### src/rtl/hazard_ctrl_pkg.sv
// Shared definitions for the hazard/trap controller: FSM states,
// exception flag positions and the trap-cause priority encoder.
package hazard_ctrl_pkg;

  localparam int EXCEPTION_WIDTH = 4;

  // Flag positions inside ex_exception / trap_cause, ordered {ILLEGAL, ECALL, EBREAK, MRET}
  localparam int EXC_ILLEGAL = 3;
  localparam int EXC_ECALL   = 2;
  localparam int EXC_EBREAK  = 1;
  localparam int EXC_MRET    = 0;

  localparam int NUM_REGS = 32;
  localparam int REG_AW   = 5;

  typedef enum logic [1:0] {
    ST_IDLE  = 2'd0,
    ST_DRAIN = 2'd1,
    ST_FLUSH = 2'd2
  } hz_state_t;

  // Reduce a set of simultaneous exception flags to a single one-hot winner
  function automatic logic [EXCEPTION_WIDTH-1:0] exc_priority(
    input logic [EXCEPTION_WIDTH-1:0] flags
  );
    logic [EXCEPTION_WIDTH-1:0] win;
    win = '0;
    if (flags[EXC_ILLEGAL])     win[EXC_ILLEGAL] = 1'b1;
    else if (flags[EXC_ECALL])  win[EXC_ECALL]   = 1'b1;
    else if (flags[EXC_EBREAK]) win[EXC_EBREAK]  = 1'b1;
    else if (flags[EXC_MRET])   win[EXC_MRET]    = 1'b1;
    return win;
  endfunction

endpackage

### src/rtl/hazard_ctrl_scoreboard.sv
// Pending-write scoreboard: one bit per architectural register marking a
// long-latency result that has not yet been written back. x0 never pends.
module hazard_scoreboard
  import hazard_ctrl_pkg::*;
(
  input  logic                clk,
  input  logic                rst_n,
  input  logic                set_en,
  input  logic [REG_AW-1:0]   set_rd,
  input  logic                clr_en,
  input  logic [REG_AW-1:0]   clr_rd,
  input  logic                flush,
  output logic [NUM_REGS-1:0] pend
);

  logic [NUM_REGS-1:0] pend_q;
  logic [NUM_REGS-1:0] pend_n;

  // Next mask: clear first so a same-register set overrides it; a flush discards everything
  always_comb begin
    pend_n = pend_q;
    if (clr_en) pend_n[clr_rd] = 1'b0;
    if (set_en) pend_n[set_rd] = 1'b1;
    if (flush)  pend_n = '0;
    pend_n[0] = 1'b0;
  end

  // Mask register
  always_ff @(posedge clk or negedge rst_n) begin
    if (!rst_n) pend_q <= '0;
    else        pend_q <= pend_n;
  end

  assign pend = pend_q;

endmodule

### src/rtl/hazard_ctrl.sv
// Pipeline hazard and trap controller. Stalls decode on RAW/WAW hazards
// against outstanding long-latency producers, and sequences a trap by
// draining in-flight loads before a one-cycle flush and pc redirect.
//
// state    | meaning
// ---------|-----------------------------------------------------------
// ST_IDLE  | normal operation, watching execute for an exception
// ST_DRAIN | trap captured, waiting for pending loads (or the timeout)
// ST_FLUSH | one cycle: flush pipeline, redirect to mtvec/mepc
module hazard_ctrl
  import hazard_ctrl_pkg::*;
#(
  parameter int DRAIN_TIMEOUT = 64
) (
  input  logic                       clk,
  input  logic                       rst_n,
  input  logic                       id_valid,
  input  logic [4:0]                 id_rs1,
  input  logic [4:0]                 id_rs2,
  input  logic                       id_rs1_used,
  input  logic                       id_rs2_used,
  input  logic [4:0]                 id_rd,
  input  logic                       id_rd_wr,
  input  logic                       id_long,
  input  logic                       id_issue,
  input  logic                       ex_valid,
  input  logic [EXCEPTION_WIDTH-1:0] ex_exception,
  input  logic [31:0]                ex_pc,
  input  logic                       wb_valid,
  input  logic [4:0]                 wb_rd,
  input  logic [31:0]                mtvec,
  input  logic [31:0]                mepc,
  output logic                       hz_stall,
  output logic                       hz_flush,
  output logic                       redirect_valid,
  output logic [31:0]                redirect_pc,
  output logic [EXCEPTION_WIDTH-1:0] trap_cause,
  output logic [31:0]                trap_epc,
  output logic                       busy,
  output logic                       drain_timeout
);

  // At least one counter bit even for degenerate timeouts
  localparam int CW = (DRAIN_TIMEOUT > 2) ? $clog2(DRAIN_TIMEOUT) : 1;
  localparam logic [CW-1:0] CNT_LAST = CW'(DRAIN_TIMEOUT - 1);
  localparam logic [CW-1:0] CNT_ONE  = CW'(1);

  hz_state_t           state;
  logic [CW-1:0]       drain_cnt;
  logic                busy_q;
  logic                flush_q;
  logic [NUM_REGS-1:0] pend;
  logic                sb_set;
  logic                raw_hazard;

  assign sb_set = id_issue && id_rd_wr && id_long && (id_rd != 5'd0);

  hazard_scoreboard u_scoreboard (
    .clk    (clk),
    .rst_n  (rst_n),
    .set_en (sb_set),
    .set_rd (id_rd),
    .clr_en (wb_valid),
    .clr_rd (wb_rd),
    .flush  (flush_q),
    .pend   (pend)
  );

  // Decode hazard check uses the registered mask, so a writeback releases the stall one cycle later
  always_comb begin
    raw_hazard = id_valid && ((id_rs1_used && pend[id_rs1]) ||
                              (id_rs2_used && pend[id_rs2]) ||
                              (id_rd_wr    && pend[id_rd]));
  end

  assign hz_stall       = busy_q || raw_hazard;
  assign busy           = busy_q;
  assign hz_flush       = flush_q;
  assign redirect_valid = flush_q;
  assign redirect_pc    = !flush_q ? 32'd0 : (trap_cause[EXC_MRET] ? mepc : mtvec);

  // Trap sequencer; busy/flush flags are registered alongside the state they mirror
  always_ff @(posedge clk or negedge rst_n) begin
    if (!rst_n) begin
      state         <= ST_IDLE;
      drain_cnt     <= '0;
      trap_cause    <= '0;
      trap_epc      <= '0;
      drain_timeout <= 1'b0;
      busy_q        <= 1'b0;
      flush_q       <= 1'b0;
    end else begin
      case (state)
        ST_IDLE: begin
          if (ex_valid && (|ex_exception)) begin
            trap_epc   <= ex_pc;
            trap_cause <= exc_priority(ex_exception);
            drain_cnt  <= '0;
            busy_q     <= 1'b1;
            state      <= ST_DRAIN;
          end
        end
        ST_DRAIN: begin
          if (drain_cnt != CNT_LAST) drain_cnt <= drain_cnt + CNT_ONE;
          if (pend == '0) begin
            flush_q <= 1'b1;
            state   <= ST_FLUSH;
          end else if (drain_cnt == CNT_LAST) begin
            flush_q       <= 1'b1;
            drain_timeout <= 1'b1;
            state         <= ST_FLUSH;
          end
        end
        ST_FLUSH: begin
          flush_q <= 1'b0;
          busy_q  <= 1'b0;
          state   <= ST_IDLE;
        end
        default: begin
          flush_q <= 1'b0;
          busy_q  <= 1'b0;
          state   <= ST_IDLE;
        end
      endcase
    end
  end

endmodule

### config.mk
export PLATFORM = sky130hd
export DESIGN_NAME = hazard_ctrl
export DESIGN_NICKNAME = d
export VERILOG_FILES = /design/src/rtl/hazard_ctrl_pkg.sv /design/src/rtl/hazard_ctrl_scoreboard.sv /design/src/rtl/hazard_ctrl.sv
export SDC_FILE = /design/constraint.sdc
export NUM_CORES = 1
export LEC_CHECK = 0
export BUFFER_PORTS_ARGS = -buffer_cell sky130_fd_sc_hd__buf_4
export CAP_MARGIN = 5
export CORE_ASPECT_RATIO = 0.7
export CORE_MARGIN = 5
export CORE_UTILIZATION = 30
export CTS_CLUSTER_DIAMETER = 60
export DETAILED_ROUTE_END_ITERATION = 8
export GPL_TIMING_DRIVEN = 0
export SETUP_SLACK_MARGIN = 0.4
export SLEW_MARGIN = 30
export SYNTH_ARGS = -nofsm -noshare
export SYNTH_HDL_FRONTEND = slang
export SYNTH_SLANG_ARGS = --single-unit
### constraint.sdc
create_clock -name clk -period 1.9 [get_ports clk]
set_clock_uncertainty 0.05 [all_clocks]
set_input_delay 0.095 -clock clk [delete_from_list [all_inputs] [get_ports clk]]
set_output_delay 0.095 -clock clk [all_outputs]
set_load 0.05 [all_outputs]
Word-level counts from Yosys, hierarchy flattened:

Index checks and enable logic that the tools add are counted.

* bitwise operators: 6
* divide/modulo/power cells: 0
* eq/ne operators: 6
* reductions and logical operators: 24
* order comparisons: 6
* add/sub/neg operators: 1
* mux-type cells: 34
* shifts and indexed selects: 0
* $mul: 0

Operators with widths (count)
* 2-to-1 mux 32 bit: 5
* AND 32 bit: 1
* logical NOT 32 bit: 1
* NOT 32 bit: 1
* OR 32 bit: 1
* < comparator 5 x 6 -> 1 bit, second input constant: 4
* binary-select mux 1 bit (select 5 bit): 3
* 2-to-1 mux 1 bit: 13
* 2-to-1 mux 6 bit: 2
* one-hot mux 6 bit (2 select lines): 1
* demux 1 bit (select 5 bit): 2
* greater-or-equal comparator 5 x 1 -> 1 bit, second input constant: 2
* logical AND 1 bit: 10
* 2-to-1 mux 2 bit: 4
* AND reduction 2 bit: 4
* adder 6 x 1 -> 6 bit, second input constant: 1
* equality test 6 bit, second input constant: 1
* != test 6 bit, second input constant: 1
* AND reduction 3 bit: 2
* nonzero test 5 bit: 1
* != test 2 bit, second input constant: 2
* one-hot mux 1 bit (2 select lines): 2
* one-hot mux 2 bit (2 select lines): 1
* OR reduction 4 bit: 1
* other kinds (7): 11

* latch bits: 0
* output and inout bits: 73
* bits in writable memories: 0
* memory bits (read-only): 0
* bits in registers: 78
* logic and storage cells: 85
* memories kept: 0

Logic depth before layout (Yosys ltp):

* depth in word-level cells: 10
* gate-level depth with buffers: 8
* mapped depth without buffers: 6

By module:

Synthesis repeated with hierarchy kept, for this count alone.

* cell total of the unflattened synthesis: 504
* area total of the unflattened synthesis: 4773.3 um^2

Modules (own cells, without submodules)
* hazard_ctrl: instances 1, area an instance 3260.6 um^2, cells an instance 349
* hazard_scoreboard: instances 1, area an instance 1512.7 um^2, cells an instance 155

Worst setup path before layout:

OpenSTA, ideal clock, no wires.

* kind: flip-flop to output port
* start point: reg trap_cause[0]
* end point: out redirect_pc[10]
* data arrival time: 2177 ps
* stages on the path, launching flop included: 5
* slack: -422 ps
* required time: 1755 ps
* buffers on the path: 2
* cells stage by stage: dfrtp_1 > clkbuf_1 > clkbuf_1 > mux2i_1 > nor2_1

* cells in the longest elaborated chain, start to end: 2

Ends and longest elaborated chain
* from (decl): line hazard_ctrl.sv:37 `output logic [EXCEPTION_WIDTH-1:0] trap_cause,`
* from (signal assigned): line hazard_ctrl.sv:97 `trap_cause <= exc_priority(ex_exception);`
* 2-to-1 mux 32 bit (2 in series): line hazard_ctrl.sv:80 `assign redirect_pc = !flush_q ? 32'd0 : (trap_cause[EXC_MRET] ? mepc : mtvec);`
* to (decl): line hazard_ctrl.sv:36 `output logic [31:0] redirect_pc,`

No other way between the ends.

Worst setup path after layout:

* start point: reg u_scoreboard.pend_q[25] (netlist: u_scoreboard.pend[25])
* end point: out hz_stall

* cells in the longest elaborated chain, start to end: 7

Ends and longest elaborated chain
* from (decl): line hazard_ctrl_scoreboard.sv:16 `logic [NUM_REGS-1:0] pend_q;`
* from (signal assigned): line hazard_ctrl_scoreboard.sv:31 `else pend_q <= pend_n;`
* binary-select mux 1 bit (select 5 bit) (on tied branches): line hazard_ctrl.sv:71, hazard_ctrl.sv:72
* 2-to-1 mux 1 bit (on tied branches): line hazard_ctrl.sv:71, hazard_ctrl.sv:72
* logical AND 1 bit (on tied branches): line hazard_ctrl.sv:71, hazard_ctrl.sv:72
* logical OR 1 bit: line hazard_ctrl.sv:71 `raw_hazard = id_valid && ((id_rs1_used && pend[id_rs1]) ||`
* logical OR 1 bit (*): line hazard_ctrl.sv:72 `(id_rs2_used && pend[id_rs2]) ||`
* logical AND 1 bit (*): line hazard_ctrl.sv:71
* logical OR 1 bit (*): line hazard_ctrl.sv:76 `assign hz_stall = busy_q || raw_hazard;`
* to (decl): line hazard_ctrl.sv:33 `output logic hz_stall,`

Mark *: on every way between the ends. The rest lies on a longest branch, timed or not. The select of a mux whose other input is x is not followed.

==> reports/qor.txt <==
WHS: 0.04025 ns
Largest cells by area after synthesis: dfrtp_1, nand2_1, mux2i_1
Yosys top cell by area: dfrtp_1
Data required, critical path: 1.75 ns
Final non-filler cell total: 1013
H-tree depth: 3
Die Width: 159.2 um
Worst Path Max Fanout: 4
Vias: 5430
Worst-Margin Slew: 0.7478 ns
Final WL: 20.61 mm
Net Sw Power: 6.049 mW
Final Util: 0.5799
Area growth from synthesis to layout: 91.22%
Setup Crit Path Kind: reg2out
Worst setup EP type: output port
Tcrit/Tclk final: 1.296
Crit-path slowest cell: mux4_2
Largest net degree at the start of global routing: 79
Flop pwr share: 0.185
GPL Wtd Cong: 0.9503
FF+latch count, synth: 78
Cell row count: 38
Cell Area, Synth: 0.004672 mm2
PD cells: 1470 mW/mm2
DR pass1 iterations: 5
Initial antenna violation count: 0
Num CTS Buffers: 9
Seq. cell area: 0.001964 mm2
Clock latency on the worst-skew pair: 0.34 ns
LEAKAGE: 3.944 nW
Setup crit start kind: flop
Peak VDD IR: 0.9511 mV
Clock transition at path regs: 0.07 ns
Antenna Nets Post-Route: 0
Top_reg_cell synth: dfrtp_1
Final Hold Vio Count: 0
Vias in the first global route: 5588
Clock share of power: 0.155
Failing checks: setup timing
Final setup fails: 1
Die area: 0.01821 mm2
Slew margin rel.: 0.5015
Clock sink total: 78
Max-Cap Viols: 0
Core region area: 0.01540 mm2
Io pins: 203
Unique masters post-synth: 51
Buffers on Ports: 195
Syn_area_per_cell: 8.985 um2
GRT Overall Usage: 0.2100
RSZ-0062 raised after global routing: yes
Number of flops mapped to enable cells by yosys: 0
Die height: 114.4 um
Drt first-iter violations: 417
Cell chain of the critical path: mux4_2 -> nor4bb_1 -> a31oi_1 -> nand3_1 -> o211ai_1 -> nand4_1 -> buf_6
Crit path time final: 2.463 ns
Placed insts: 915
Fin nets: 939
Share of layout cells above drive strength 1: 0.5141
Drt drc: 0
First-pass GRT wire length: 30.53 mm
Syn nets: 651
Multi-input logic area: 0.003402 mm2
Seq/Total Area, Yosys: 0.4178
Critical path's largest stage delay: 0.52 ns
Worst Hold Class: in2reg
Setup slack after layout: -0.5629 ns
Logic pwr share: 0.660
Clock buffer depth: 2
Post-synth top area share: 0.4178
Starting density of the core: 0.3033
Fill cells: 1275
Max Slew Vio Count: 0
Total grt overflow: 0
CTS root buf: clkbuf_16
F_max: 406.0 MHz
Worst Path Arrival: 2.32 ns
Int Pwr: 7.086 mW
Status: finished with violations
Avg WL per Cell: 20.35 um
Detail-routed via count per cell: 5.360
Diode count: 0
Syn. warnings: 0
Asr flop ratio synth: 1.000
CTS tree: done
Net Sw Frac: 0.4605
Post-Syn Instances: 520
Final HPWL DP: 13.32 mm
-- repair_timing --
| item | 4_1_cts | 5_1_grt |
|---|---|---|
| resized for setup | 175 | 67 |
| setup buffers | 31 | 9 |
| hold buffers | 35 | 0 |
| gates cloned | 6 | 1 |
| pin swaps | 20 | 38 |
| endpoints found under the hold margin | 113 | 0 |
| setup endpoints to repair | 76 | 87 |
-- critical path, delay by kind of cell, from the launching register on --
kind / cells / cell delay (ns)
AO/OA/AOI/OAI: 2 / 0.43
AND/OR/NAND/NOR: 3 / 0.42
buffers and inverters: 1 / 0.19
flip-flops: 1 / 0.44
multiplexers: 1 / 0.52
-- synthesized netlist by cell type (all sizes together) (2+ instances only) --
| master | n |
|---|---|
| o21ai | 35 |
| nand3b | 9 |
| and3 | 4 |
| nor2b | 2 |
| nor4bb | 2 |
| nand2 | 136 |
| o32ai | 2 |
| a21oi | 35 |
| nand4 | 9 |
| mux2 | 9 |
| mux2i | 42 |
| nand3 | 8 |
| or3b | 3 |
| nand4b | 2 |
| nor4 | 7 |
| buf | 5 |
| nor3 | 7 |
| dfrtp | 78 |
| clkbuf | 25 |
| o21a | 2 |
| inv | 6 |
| xor2 | 4 |
| nor3b | 6 |
| nor2 | 44 |
| or3 | 2 |
| a31oi | 2 |
| mux4 | 16 |
-- metal layers --
metal	share of wire	GRT usage
met5	0	0
met2	0.49	0.3343
met4	0.017	0.05170
met1	0.41	0.2868
met3	0.077	0.05757
-- power by group through the flow --
stage / registers, mW / logic [mW] / clock network [mW]
6_report: 2.43 / 8.67 / 2.03
3_3_place_gp: 2.43 / 6.11 / 0
4_1_cts: 2.42 / 8.11 / 2.07
2_1_floorplan: 3.76 / 2.99 / 0
5_1_grt: 2.48 / 9.04 / 2.13
3_5_place_dp: 2.45 / 6.19 / 0
-- placed cells by master, fill, tap and decap left out, drive strengths merged, types with 2 or more instances in the layout --
cell type      n
or3b           3
nand3b         9
nor4           7
bufinv         3
inv            5
o21ai         35
or3            2
nor2b          2
clkbuf        34
xor2           4
a31oi          2
buf          249
and3           4
nand2        136
o32ai          2
mux2i         42
a21oi         35
nand4b         2
nor3           7
mux2           9
nor3b          6
dlygate4sd3   35
dfrtp         78
nand4          9
clkinvlp       2
nor4bb         2
nor2          44
mux4          16
o21a           2
nand3          8
-- registers in the layout, summed over array words and instances, names as in the netlist --
signal	cells
drain_timeout	1
busy	1
drain_cnt	6
hz_flush	1
state	2
u_scoreboard.pend	31
trap_cause	4
trap_epc	32
-- final cells by class --
type | count | share of cell area
Multi-Input combinational cell | 406 | 0.3808
Timing Repair Buffer | 277 | 0.2896
Sequential cell | 78 | 0.2199
Buffer | 30 | 0.03964
Tap cell | 200 | 0.02801
Clock buffer | 11 | 0.02717
Clock inverter | 5 | 0.01190
Inverter | 6 | 0.002941
-- stage by stage --
stage	setup TNS, ns	area, um2	worst slack (ns)	power (mW)
global placement	-3.618	6686	-0.2067	8.542
floorplan	-0.2516	4972	-0.2516	6.753
CTS	-0.5443	8610	-0.5443	12.60
detailed placement	-3.384	6691	-0.2310	8.644
finish	-0.5629	8934	-0.5629	13.13
global route	-0.6248	8934	-0.6248	13.65
-- path summary, 6_finish.rpt --
| check | startpoint | end | slack (ns) | cells past startpoint |
|---|---|---|---|---|
| setup / recovery | u_scoreboard.pend[25] | hz_stall | -0.56 | 7 |
| hold / removal | ex_exception[0] | trap_cause[0] | 0.04 | 3 |
| min in group asynchronous | rst_n | u_scoreboard.pend[10] | 0.33 | 2 |
| hold reg to reg | trap_epc[17] | trap_epc[17] | 0.43 | 2 |
| setup reg to reg | drain_cnt[2] | drain_cnt[3] | 0.22 | 7 |
| max in group asynchronous | rst_n | state[1] | 0.92 | 2 |
-- cell families after synthesis --
logic type,synth area share
and+or+nand+nor,0.2373
xor gates and xnor gates,0.007498
buffers and inverters,0.03214
muxes,0.1936
DFF,0.4178
adders and majority gates,0.002678
AOI/OAI and AO/OA,0.1090
Power figures use the tool's default switching activity.
